$ cat src/rtl/alu_op_sequencer.sv
// ALU operation sequencer: accepts one MIPS instruction at a time, drives a
// registered ALU operand/opcode set, waits ALU_LAT cycles for the result and
// presents it on a valid/ready response port. Illegal instructions bypass the
// ALU and respond immediately with the illegal flag set.
module alu_op_sequencer #(
  parameter int unsigned ALU_LAT = 1
) (
  input  logic        clk,
  input  logic        rst_n,
  // request side
  input  logic        in_valid,
  output logic        in_ready,
  input  logic [31:0] instr,
  input  logic [31:0] a_data,
  input  logic [31:0] b_data,
  // ALU drive
  output logic [5:0]  opcode,
  output logic [5:0]  func_field,
  output logic [31:0] A,
  output logic [31:0] B,
  input  logic [31:0] alu_result,
  input  logic        alu_zero,
  // response side
  output logic        out_valid,
  input  logic        out_ready,
  output logic [31:0] out_result,
  output logic        out_zero,
  output logic        out_branch_taken,
  output logic        out_illegal,
  output logic [15:0] op_count
);

  localparam logic [5:0] OpRType = 6'h00;
  localparam logic [5:0] OpBeq   = 6'h04;
  localparam logic [5:0] OpLw    = 6'h23;
  localparam logic [5:0] OpSw    = 6'h2B;

  localparam logic [5:0] FnAdd = 6'h20;
  localparam logic [5:0] FnSub = 6'h22;
  localparam logic [5:0] FnAnd = 6'h24;
  localparam logic [5:0] FnOr  = 6'h25;
  localparam logic [5:0] FnSlt = 6'h2A;

  // Counter compares against LAT-1 because it starts at 0 on the first EXEC edge.
  localparam logic [2:0] LastCnt = 3'(ALU_LAT - 1);

  typedef enum logic [1:0] {StIdle, StExec, StResp} state_e;

  state_e      state_q;
  logic [2:0]  exec_cnt_q;

  logic [5:0]  in_op;
  logic [5:0]  in_fn;
  logic        is_legal;
  logic        is_mem;
  logic [31:0] imm_sext;

  // Register fields [25:16] carry no information for the sequencer.
  logic unused_instr;
  assign unused_instr = ^instr[25:16];

  assign in_op    = instr[31:26];
  assign in_fn    = instr[5:0];
  assign imm_sext = {{16{instr[15]}}, instr[15:0]};
  assign is_mem   = (in_op == OpLw) || (in_op == OpSw);

  // Instruction legality decode.
  always_comb begin
    is_legal = 1'b0;
    case (in_op)
      OpRType: begin
        case (in_fn)
          FnAdd, FnSub, FnAnd, FnOr, FnSlt: is_legal = 1'b1;
          default:                          is_legal = 1'b0;
        endcase
      end
      OpLw, OpSw, OpBeq: is_legal = 1'b1;
      default:           is_legal = 1'b0;
    endcase
  end

  assign in_ready  = (state_q == StIdle);
  assign out_valid = (state_q == StResp);

  // Sequencer FSM with registered ALU drive and response outputs.
  always_ff @(posedge clk or negedge rst_n) begin
    if (!rst_n) begin
      state_q          <= StIdle;
      exec_cnt_q       <= 3'd0;
      opcode           <= 6'd0;
      func_field       <= 6'd0;
      A                <= 32'd0;
      B                <= 32'd0;
      out_result       <= 32'd0;
      out_zero         <= 1'b0;
      out_branch_taken <= 1'b0;
      out_illegal      <= 1'b0;
      op_count         <= 16'd0;
    end else begin
      case (state_q)
        StIdle: begin
          if (in_valid) begin
            if (is_legal) begin
              opcode     <= in_op;
              func_field <= (in_op == OpRType) ? in_fn : 6'd0;
              A          <= a_data;
              B          <= is_mem ? imm_sext : b_data;
              exec_cnt_q <= 3'd0;
              state_q    <= StExec;
            end else begin
              // ALU drive intentionally untouched on an illegal request.
              out_result       <= 32'd0;
              out_zero         <= 1'b0;
              out_branch_taken <= 1'b0;
              out_illegal      <= 1'b1;
              state_q          <= StResp;
            end
          end
        end
        StExec: begin
          if (exec_cnt_q == LastCnt) begin
            out_result       <= alu_result;
            out_zero         <= alu_zero;
            out_branch_taken <= (opcode == OpBeq) && alu_zero;
            out_illegal      <= 1'b0;
            state_q          <= StResp;
          end else begin
            exec_cnt_q <= exec_cnt_q + 3'd1;
          end
        end
        StResp: begin
          if (out_ready) begin
            op_count <= op_count + 16'd1;
            state_q  <= StIdle;
          end
        end
        default: state_q <= StIdle;
      endcase
    end
  end

endmodule

$ cat config.mk
export PLATFORM = sky130hd
export DESIGN_NAME = alu_op_sequencer
export DESIGN_NICKNAME = d
export VERILOG_FILES = /design/src/rtl/alu_op_sequencer.sv
export SDC_FILE = /design/constraint.sdc
export NUM_CORES = 1
export LEC_CHECK = 0
export CORE_ASPECT_RATIO = 2
export CORE_UTILIZATION = 45
export CTS_CLUSTER_DIAMETER = 60
export DETAILED_ROUTE_END_ITERATION = 16
export PLACE_DENSITY = 0.86
export SLEW_MARGIN = 20
export SYNTH_ARGS = -nofsm -noshare
export SYNTH_HDL_FRONTEND = slang
export SYNTH_SLANG_ARGS = --single-unit
export TNS_END_PERCENT = 50
$ cat constraint.sdc
create_clock -name clk -period 5.4 [get_ports clk]
set_input_delay 1.08 -clock clk [delete_from_list [all_inputs] [get_ports clk]]
set_output_delay 1.08 -clock clk [all_outputs]
set_load 0.1 [all_outputs]
Yosys cells after proc, flatten, opt, wreduce, memory -nomap -nowiden:

Cells that the tools add are included.

* register bits: 132
* input bits: 133
* output and inout port bits: 129
* word-level logic and storage cells: 70

* add/subtract/negate cells: 2
* eq/ne operators: 17
* multiplexer cells: 27
* reduce and logical (&&, ||, !) cells: 13

Operators with widths (count)
* $mux 32: 4
* $pmux 32 s2: 1
* $eq 6x6->1 const B: 7
* $add 16x1->16 const B: 1
* $eq 6x3->1 const B: 2
* $mux 3: 3
* $mux 1: 8
* $mux 2: 4
* $ne 2x2->1 const B: 4
* $pmux 1 s2: 4
* $reduce_and 4->1: 2
* $logic_not 6->1: 1
* $mux 6: 1
* $pmux 2 s3: 1
* $pmux 3 s2: 1
* $reduce_and 3->1: 2
* $reduce_or 5->1: 1
* $ne 2x1->1 const B: 2
* $add 3x1->3 const B: 1
* $logic_not 3->1: 1
* $reduce_or 3->1: 1
* $eq 2x1->1 const B: 1
* $eq 2x2->1 const B: 1
* $logic_not 2->1: 1
* other kinds (4): 4

Depth between registers and ports, before layout:

Gate-level depths: netlist (run 1).

* depth after elaboration: 7
* mapped depth: 8

Least setup slack after synthesis (run 1):

No wires, ideal clock.

* kind: input port to flip-flop
* start: input instr[27]
* end: register opcode[1]
* setup time: 0.126 ns
* data arrival time: 2.868 ns
* setup slack: 2.406 ns
* stages on the path: 7
* cell sequence: or4_1 nor3_2 a211oi_1 nand3b_1 buf_4 buf_6 mux2_4

* cells in the longest elaborated chain, start to end: 4

RTL lines
* from (decl): RTL line 13 `input logic [31:0] instr,`
* $eq 6x6->1 or $eq 6x3->1 (tied branches): RTL line 70 `case (in_op)`
* $reduce_or 3->1: RTL line 70
* $pmux 1 s2: RTL line 70
* $reduce_and 3->1 (no line)
* to (signal assigned): RTL line 104 `opcode <= in_op;`
* to (decl): RTL line 17 `output logic [5:0] opcode,`

Parallel ways exist; a longest one is shown, timed or not.
A chain may end at the register's enable or synchronous reset.

Worst setup path after layout (run 1):

* start: input instr[27]
* end: register A[5]

* cells in the longest elaborated chain, start to end: 4

RTL lines
* $eq 6x6->1 or $eq 6x3->1 (tied branches): RTL line 70
* $reduce_or 3->1: RTL line 70
* $pmux 1 s2 (*): RTL line 70
* $reduce_and 3->1 (no line) (*)
* to (signal assigned): RTL line 106 `A <= a_data;`
* to (decl): RTL line 19 `output logic [31:0] A,`

Every way passes the cells marked *; elsewhere a longest branch is shown, timed or not.

==> impl_metrics.yaml, run 1 <==
outcome:
  outcome: "finished, final reports clean"
worst_setup_path:
  crit_type: "input pin to flop"
  path_max_fanout: 80
  r2r_end: "op_count[13]"
  cp.arrival_ns: 3.76
  ff2ff_path_depth: 5
  endpoint_kind: "flop"
  cp-start-kind: "input pin"
  r2r_slack_ns: 3.48
  r2r_start: "state_q[0]"
  cp.required_ns: 5.70
global_route:
  grt.overflow.total: 0
  grt_usage_pct: 26.3
  grt_pass1_wl_microns: 25200
  grt_max_degree: 89
  antenna_found_initial: 0
  grt_pass1_vias: 4767
die:
  dieWidth_microns: 81.3
  die_y_microns: 161
  core-area_sq_mm: 0.0122
  start_util_pct: 46.5
  ioPinCount: 262
  fp-row-count: 57
  die_area_sq_mm: 0.0131
routing:
  final_antenna_net_count: 0
  drtPass1Iterations: 4
  drc_errors: 0
  drt_wl_total_microns: 16200
  routed_via_density: 5.24
  drt_iter0_markers: 201
  wl_per_cell_microns: 19.5
  vias: 4350
pwr:
  power.leakage_nw: 4.32
  power.internal_mw: 2.48
  pwr-share-clk_pct: 27.0
  combPwrFrac_pct: 44.9
  p_sw_mw: 2.10
  netSwitchingFraction_pct: 45.9
  seqPwrFrac_pct: 28.1
  cellPowerDensity_mw_per_mm2: 515
  vdd_drop_max_v: 0.000456
  total_power_mw: 4.58
min_path:
  min_delay_path_depth: 1
  worst_hold_path.endpoint: "op_count[2]"
  hp-start: "op_count[2]"
  worstHoldPathType: "flop to flop"
layout:
  antenna_cells_inserted: 0
  final_core_util_pct: 73.0
  final_common_cell: "clkdlybuf4s50_1"
  n_fill_cell: 817
  nets: 806
  drive_gt1_share_pct: 15.4
  multi_input_area_sq_mm: 0.00212
  final_cell_mix: "250 x clkdlybuf4s50_1, 132 x dfrtp_1, 52 x mux2_4, 33 x a22o_1, 29 x nand2_1"
  area_growth_pct: 57.2
  seq_area_sq_mm: 0.00330
synthesis:
  synth_fp_nets: 554
  ys_ff_latch: 132
  synthCells: 418
  ys_warn_count: 0
  ys_seq_area_share_pct: 58.3
  postSynthAreaPerCell_sq_um: 13.6
  ys_types: 38
  syn_area_sq_mm: 0.00567
placed_design:
  numPortBuffers: 251
  place.gp.congestion: 0.846
  dp_hpwl_microns: 11400
clock_network:
  cts_buffer_depth: 2
  root_buffer: "clkbuf_16"
  cts.sinks: 132
  cts_resized: 0
  clk_latency_ns: 0.42
  cts_tree: "yes"
  cts_setup_buffers: 0
  cts_buffers: 17
  holdBufCountCts: 0
  htreeDepth: 4
  cts.clk_slew.worst_paths_ns: 0.06
timing:
  whs_ns: 0.491
  period_minus_slack_ns: 3.46
  hold_violations: 0
  final.setup.tns_ns: 0
  max_slew_margin_pct: 27.1
  fmax_ghz: 0.289
  post-route-period-util_pct: 64.0
  final-setup-viol-count: 0
  report.final.slew_viol_count: 0
  clock_skew_ns: 0.0123
  worst_pin_slew_ns: 1.09
  rsz0062_at_grt: "false"
job:
  maxCapViolations: 0
==> registers in the layout, summed over array words and instances (netlist names), 2 cells and up <==
signal / cells
op_count: 16
opcode: 6
out_result: 32
exec_cnt_q: 3
B: 32
state_q: 2
A: 32
func_field: 6
==> worst max path at each step <==
stage / slack [ns] / start / cells past startpoint / endpoint
after floorplan: 2.41 / instr[27] / 7 / opcode[1]
after global placement: 1.62 / instr[27] / 7 / A[5]
after detailed placement: 1.50 / instr[27] / 7 / A[12]
after CTS: 1.94 / instr[27] / 7 / A[16]
after global routing: 1.77 / instr[27] / 7 / A[17]
final: 1.94 / instr[27] / 7 / A[5]
==> worst max-delay path, stage by stage <==
cell	delay, ns
clkdlybuf4s50_1	0.51
or4_1	0.61
nor3_2	0.34
a211oi_1	0.21
nand3b_1	0.26
buf_12	0.27
mux2_4	0.38
==> synth_stat cells (all sizes together) <==
cell type  count  area (sq um)
or4            1          7.51
xor2           5          43.8
clkbuf         9          33.8
mux2i         23           230
o211ai         1          12.5
buf           14           108
inv           28           105
a31o           1          8.76
and4b          1          10.0
a32o           2          20.0
o31ai          1          7.51
a211oi         1          7.51
xnor2         10          87.6
nand3          9          45.0
nand2b         1          6.26
and4           1          8.76
nor2           8          30.0
a21oi         20           100
nand3b         1          7.51
nand4          4          25.0
a21o           1          7.51
nand2         29           109
and2           3          18.8
nor4b          1          8.76
nor2b          3          18.8
or4b           1          10.0
nor3           3          20.0
nor3b          2          15.0
mux2          63           905
ha             3          37.5
and3           3          18.8
a22o          33           289
dfrtp        132          3300
==> kinds of logic (layout without fill, tap and decap cells) <==
| group | after synthesis | after routing | synth area share [%] |
|---|---|---|---|
| flip-flops | 132 | 132 | 58.3 |
| multiplexers | 86 | 86 | 20.0 |
| AND/OR/NAND/NOR | 71 | 71 | 6.34 |
| AO/OA/AOI/OAI | 60 | 60 | 7.99 |
| buffers and inverters | 51 | 316 | 4.35 |
| XOR/XNOR | 15 | 15 | 2.32 |
| adder cells (fa/ha/maj) | 3 | 3 | 0.663 |
==> final cells by class <==
cell class / count / share of cell area [%]
tap: 147 / 2.07
clock buffer: 18 / 4.82
timing repair buffer: 256 / 28.8
clock inverter: 14 / 2.25
multi-input combinational: 235 / 23.8
sequential: 132 / 37.1
inverter: 28 / 1.18
==> metal layers <==
layer	part of all wire [%]	routed length, microns	up-vias	track usage [%]
met4	4.5	730	0	15.4
li1	-	-	1961	-
met5	0	0	-	0
met3	6.2	1000	48	7.05
met2	55	8870	200	45.6
met1	34	5580	2141	27.2
==> power groups by stage <==
| stage | Sequential [mW] | Combinational [mW] | Clock [mW] |
|---|---|---|---|
| after floorplan | 2.52 | 0.278 | 0 |
| after global placement | 1.28 | 2.04 | 0 |
| after detailed placement | 1.29 | 2.06 | 0 |
| after CTS | 1.29 | 2.07 | 1.26 |
| after global routing | 1.31 | 2.11 | 1.31 |
| final | 1.29 | 2.06 | 1.24 |
==> per-stage QoR <==
step,worst slack (ns),cells,instance area [sq um]
floorplan,2.41,418,5670
global placement,1.62,798,8270
detailed placement,1.50,798,8270
CTS,1.94,830,8900
global route,1.77,830,8900
finish,1.94,830,8900
(Power assumes the default switching activity.)
==> run 2, diff against run 1 <==
--- a/config.mk
+++ b/config.mk
@@ -6,10 +6,10 @@
 export NUM_CORES = 1
 export LEC_CHECK = 0
 export CORE_ASPECT_RATIO = 2
-export CORE_UTILIZATION = 45
+export CORE_UTILIZATION = 42
 export CTS_CLUSTER_DIAMETER = 60
 export DETAILED_ROUTE_END_ITERATION = 16
-export PLACE_DENSITY = 0.86
+export PLACE_DENSITY = 0.81
 export SLEW_MARGIN = 20
 export SYNTH_ARGS = -nofsm -noshare
 export SYNTH_HDL_FRONTEND = slang
==> constraint.sdc (replaced) <==
create_clock -name clk -period 3.5 [get_ports clk]
set_input_delay 0.7 -clock clk [delete_from_list [all_inputs] [get_ports clk]]
set_output_delay 0.7 -clock clk [all_outputs]
set_load 0.1 [all_outputs]
==> run 2 against run 1 <==
Critical endpoint is now A[18]; the flow now finishes with violations (design-rule violations); die area increased by 7.0%; clock skew shrank 0.0021 ns; global-route usage decreased by 3.5 points.
==> impl_metrics.yaml, run 2 (synthesis gave the netlist of run 1 again) <==
outcome:
  outcome: "finished, violations left"
  violations: "design-rule violations"
routing:
  drt_wl_total_microns: 15500
  drtPass1Iterations: 10
  final_antenna_net_count: 0
  vias: 4304
  drc_errors: 26
  wl_per_cell_microns: 18.6
  routed_via_density: 5.14
  drt_iter0_markers: 216
timing:
  report.final.slew_viol_count: 0
  clock_skew_ns: 0.0103
  rsz0062_at_grt: "false"
  max_slew_margin_pct: 31.7
  hold_violations: 0
  final.setup.tns_ns: 0
  worst_pin_slew_ns: 1.02
  fmax_ghz: 0.352
  final-setup-viol-count: 0
  period_minus_slack_ns: 2.84
  post-route-period-util_pct: 81.2
worst_setup_path:
  r2r_start: "state_q[0]"
  cp.arrival_ns: 3.13
  endpoint_kind: "flop"
  crit_path_cell_trace: "clkdlybuf4s50_1, or4_1, nor3b_1, a211oi_1, nand3b_1, buf_12, mux2_4"
  ff2ff_path_depth: 5
  cp.required_ns: 3.79
  r2r_end: "op_count[13]"
  r2r_slack_ns: 1.76
  slowest_delay_ns: 0.60
  cp-start-kind: "input pin"
  path_max_fanout: 80
  crit_type: "input pin to flop"
  crit_path_top_delay_cell: "or4_1"
die:
  fp-row-count: 59
  die_area_sq_mm: 0.0140
  ioPinCount: 262
  core-area_sq_mm: 0.0131
  die_y_microns: 166
  dieWidth_microns: 84.1
  start_util_pct: 43.4
min_path:
  worstHoldPathType: "input pin to asynchronous set/reset pin"
global_route:
  grtUsageMet2_pct: 41.9
  grt.overflow.total: 0
  grt_pass1_vias: 4584
  antenna_found_initial: 0
  grt_pass1_wl_microns: 24600
  grt_usage_pct: 22.8
  met3_usage_pct: 4.27
  busiest_layer: "met2"
  grt_util_met1_pct: 24.3
  grt_max_degree: 81
layout:
  final_common_cell: "clkdlybuf4s50_1"
  reg.largest.list: "A: 32 flops, B: 32 flops, out_result: 32 flops"
  final_core_util_pct: 68.2
  area_growth_pct: 57.3
  multi_input_area_sq_mm: 0.00212
  drive_gt1_share_pct: 17.5
  antenna_cells_inserted: 0
  nets: 809
  seq_area_sq_mm: 0.00330
  n_fill_cell: 972
  final_cell_mix: "238 x clkdlybuf4s50_1, 132 x dfrtp_1, 52 x mux2_4, 33 x a22o_1, 29 x nand2_1"
clock_network:
  holdBufCountCts: 0
  cts_tree: "yes"
  cts_resized: 0
  cts_buffers: 17
  htreeDepth: 4
  cts.sinks: 132
  cts_setup_buffers: 0
  clk_latency_ns: 0.40
  cts_buffer_depth: 2
  cts.clk_slew.worst_paths_ns: 0.06
  root_buffer: "clkbuf_16"
job:
  maxCapViolations: 0
pwr:
  power.leakage_nw: 4.36
  cellPowerDensity_mw_per_mm2: 790
  vdd_drop_max_v: 0.000499
placed_design:
  place.gp.congestion: 0.782
  numPortBuffers: 251
  dp_hpwl_microns: 11300
[run 2: cell count changes in the layout (fill, tap and decap cells not counted), sizes merged]
| cell | previous run | this run |
|---|---|---|
| clkdlybuf4s50 | 250 | 238 |
| inv | 32 | 31 |
| buf | 6 | 21 |
| clkinv | 3 | 4 |
[run 2: power by group]
part           internal (mW)  switching [mW]
sequential              1.79           0.192
clock                   1.20           0.699
combinational          0.827            2.33
[run 2: cell type report]
cell class | count | share of cell area [%]
Timing Repair Buffer | 259 | 28.8
Inverter | 28 | 1.18
Sequential cell | 132 | 37.1
Tap cell | 152 | 2.13
Multi-Input combinational cell | 235 | 23.8
Clock inverter | 14 | 2.25
Clock buffer | 18 | 4.82
[run 2: critical path, delay by kind of cell]
kind,cells,cell delay [ns]
simple gates,3,1.05
mux,1,0.38
buf+inv,2,0.79
compound gates,1,0.11
[run 2: worst max path at each step]
stage           endpoint  slack (ns)       start
6_report           A[18]        0.66   instr[27]
4_1_cts            A[26]        0.66   instr[27]
3_3_place_gp        A[2]        0.33   instr[28]
3_5_place_dp       A[13]        0.24   instr[27]
2_1_floorplan  opcode[1]        0.75  state_q[0]
5_1_grt            A[26]        0.53   instr[27]
[run 2: through the flow]
step           setup slack, ns  power (mW)  cell area (sq um)  hold WS [ns]  instances
6_report                 0.657        7.04               8910         0.156        838
5_1_grt                  0.529        7.25               8910         0.152        838
4_1_cts                  0.660        7.10               8910         0.145        838
3_5_place_dp             0.235        5.17               8280         0.467        806
3_3_place_gp             0.327        5.11               8280         0.460        806
2_1_floorplan            0.747        4.31               5670         0.404        418
[run 2: routing by layer]
layer | vias to the layer above | wire (microns)
li1 | 1966 | -
met1 | 2142 | 5610
met2 | 159 | 8680
met3 | 37 | 692
met4 | 0 | 573
met5 | - | 0
==> run 3, diff against run 2 <==
==> constraint.sdc (replaced) <==
create_clock -name clk -period 3 [get_ports clk]
set_input_delay 0.6 -clock clk [delete_from_list [all_inputs] [get_ports clk]]
set_output_delay 0.6 -clock clk [all_outputs]
set_load 0.1 [all_outputs]
==> run 3 against run 2 <==
The run still ends with design-rule violations left; global-route usage rose by 0.18 points; combinational power rose by 14%; hold slack improved by 0.0068 ns; design area fell by 3.3%; clock skew fell by 0.0038 ns; sequential power rose by 17%; wire length barely moved; sequential share of layout area rose by 1.2 points; cell count rose by 0.60%; register-to-register slack got worse by 0.57 ns; sequential cell count did not move; critical path type unchanged.
==> impl_metrics.yaml, run 3 (synthesis gave the netlist of run 1 again) <==
die:
  die_y_microns: 166
  start_util_pct: 43.4
  dieWidth_microns: 84.1
  ioPinCount: 262
  core-area_sq_mm: 0.0131
  fp-row-count: 59
  die_area_sq_mm: 0.0140
timing:
  report.final.slew_viol_count: 0
  clock_skew_ns: 0.00653
  post-route-period-util_pct: 88.9
  fmax_ghz: 0.375
  worst_pin_slew_ns: 0.609
  period_minus_slack_ns: 2.67
  rsz0062_at_grt: "false"
  final-setup-viol-count: 0
  max_slew_margin_pct: 59.4
  hold_violations: 0
  whs_ns: 0.163
global_route:
  grtUsageMet2_pct: 42.3
  grt.overflow.total: 0
  grt_usage_pct: 23.0
  grt_max_degree: 81
  antenna_found_initial: 0
  grt_pass1_wl_microns: 24900
  met3_usage_pct: 4.37
  grt_pass1_vias: 4768
  grt_util_met1_pct: 23.8
  busiest_layer: "met2"
layout:
  antenna_cells_inserted: 0
  n_fill_cell: 1003
  reg.largest.list: "A: 32 flops, B: 32 flops, out_result: 32 flops"
  drive_gt1_share_pct: 34.9
  nets: 814
  final_common_cell: "buf_4"
  design_area_sq_mm: 0.00862
  final_cell_mix: "140 x buf_4, 132 x dfrtp_1, 121 x clkdlybuf4s50_1, 52 x mux2_4, 33 x a22o_1"
  area_growth_pct: 52.2
clock_network:
  cts_tree: "yes"
  cts_resized: 0
  htreeDepth: 4
  clk_latency_ns: 0.41
  cts.sinks: 132
  cts_buffers: 17
  cts_buffer_depth: 2
  cts.clk_slew.worst_paths_ns: 0.06
  holdBufCountCts: 0
  cts_setup_buffers: 0
  root_buffer: "clkbuf_16"
worst_setup_path:
  r2r_slack_ns: 1.19
  cp.required_ns: 3.28
  cp.arrival_ns: 2.95
  endpoint_kind: "flop"
  crit_type: "input pin to flop"
  path_max_fanout: 80
  cp-start-kind: "input pin"
pwr:
  cellPowerDensity_mw_per_mm2: 921
  vdd_drop_max_v: 0.000758
  power.leakage_nw: 4.54
min_path:
  worstHoldPathType: "input pin to asynchronous set/reset pin"
placed_design:
  numPortBuffers: 251
  placed_area_sq_mm: 0.00804
  place.gp.congestion: 0.785
  dp_hpwl_microns: 11400
routing:
  drt_wl_total_microns: 15500
  final_antenna_net_count: 0
  routed_via_density: 5.16
  wl_per_cell_microns: 18.4
  drt_iter0_markers: 200
  drtPass1Iterations: 11
  drc_errors: 26
  vias: 4351
outcome:
  violations: "design-rule violations"
  outcome: "finished, violations left"
job:
  maxCapViolations: 0
run 3: cell count changes in the layout (fill, tap and decap cells not counted):
cell             delta
buf_12              +1
buf_4             +121
bufinv_16           -2
clkbuf_1            +1
clkdlybuf4s50_1   -117
inv_6               +1
run 3: path summary, 6_finish.rpt:
path,startpoint,cells after the start,end
hold reg to reg,op_count[15],1,op_count[15]
max in group asynchronous,rst_n,2,B[16]
hold / removal,rst_n,1,A[2]
setup / recovery,instr[30],7,A[11]
min in group clk,op_count[15],1,op_count[15]
setup reg to reg,state_q[0],5,op_count[13]
run 3: layout make-up:
cell class              instances  area, sq um  share of cell area, %
inverters                      28          105                   1.22
flip-flops and latches        132         3300                   38.3
clock buffers                  19          433                   5.02
multi-input cells             235         2120                   24.6
repair buffers                264         2320                   26.9
well taps                     152          190                   2.21
clock inverters                13          149                   1.73
run 3: metal layers:
layer	share of wire (%)	vias up	wire [microns]
met3	4.6	54	712
li1	-	1971	-
met2	56	172	8740
met1	35	2154	5390
met4	4.5	0	699
met5	0	-	0
run 3: worst max-delay path: stages:
cell and delay [ns]:
clkdlybuf4s50_1 0.51, nor2_1 0.07, and4_1 0.21, a211oi_1 0.43, nand3b_1 0.23, buf_12 0.47, mux2_4 0.35
run 3: power breakdown:
part           switching, mW  internal, mW
clock                  0.798          1.24
combinational           2.72         0.874
sequential             0.221          2.09
run 3: stage by stage:
stage          std cells  TNS, ns  utilization (%)  setup slack (ns)  total power [mW]
2_1_floorplan        418        0                -             0.247              5.03
6_report             843        0             66.0             0.332              7.94
4_1_cts              843        0             66.0             0.310              8.00
3_5_place_dp         811    -5.45             61.5            -0.115              5.94
5_1_grt              843        0             66.0             0.220              8.20
3_3_place_gp         811  -0.0461             61.5          -0.00364              5.88
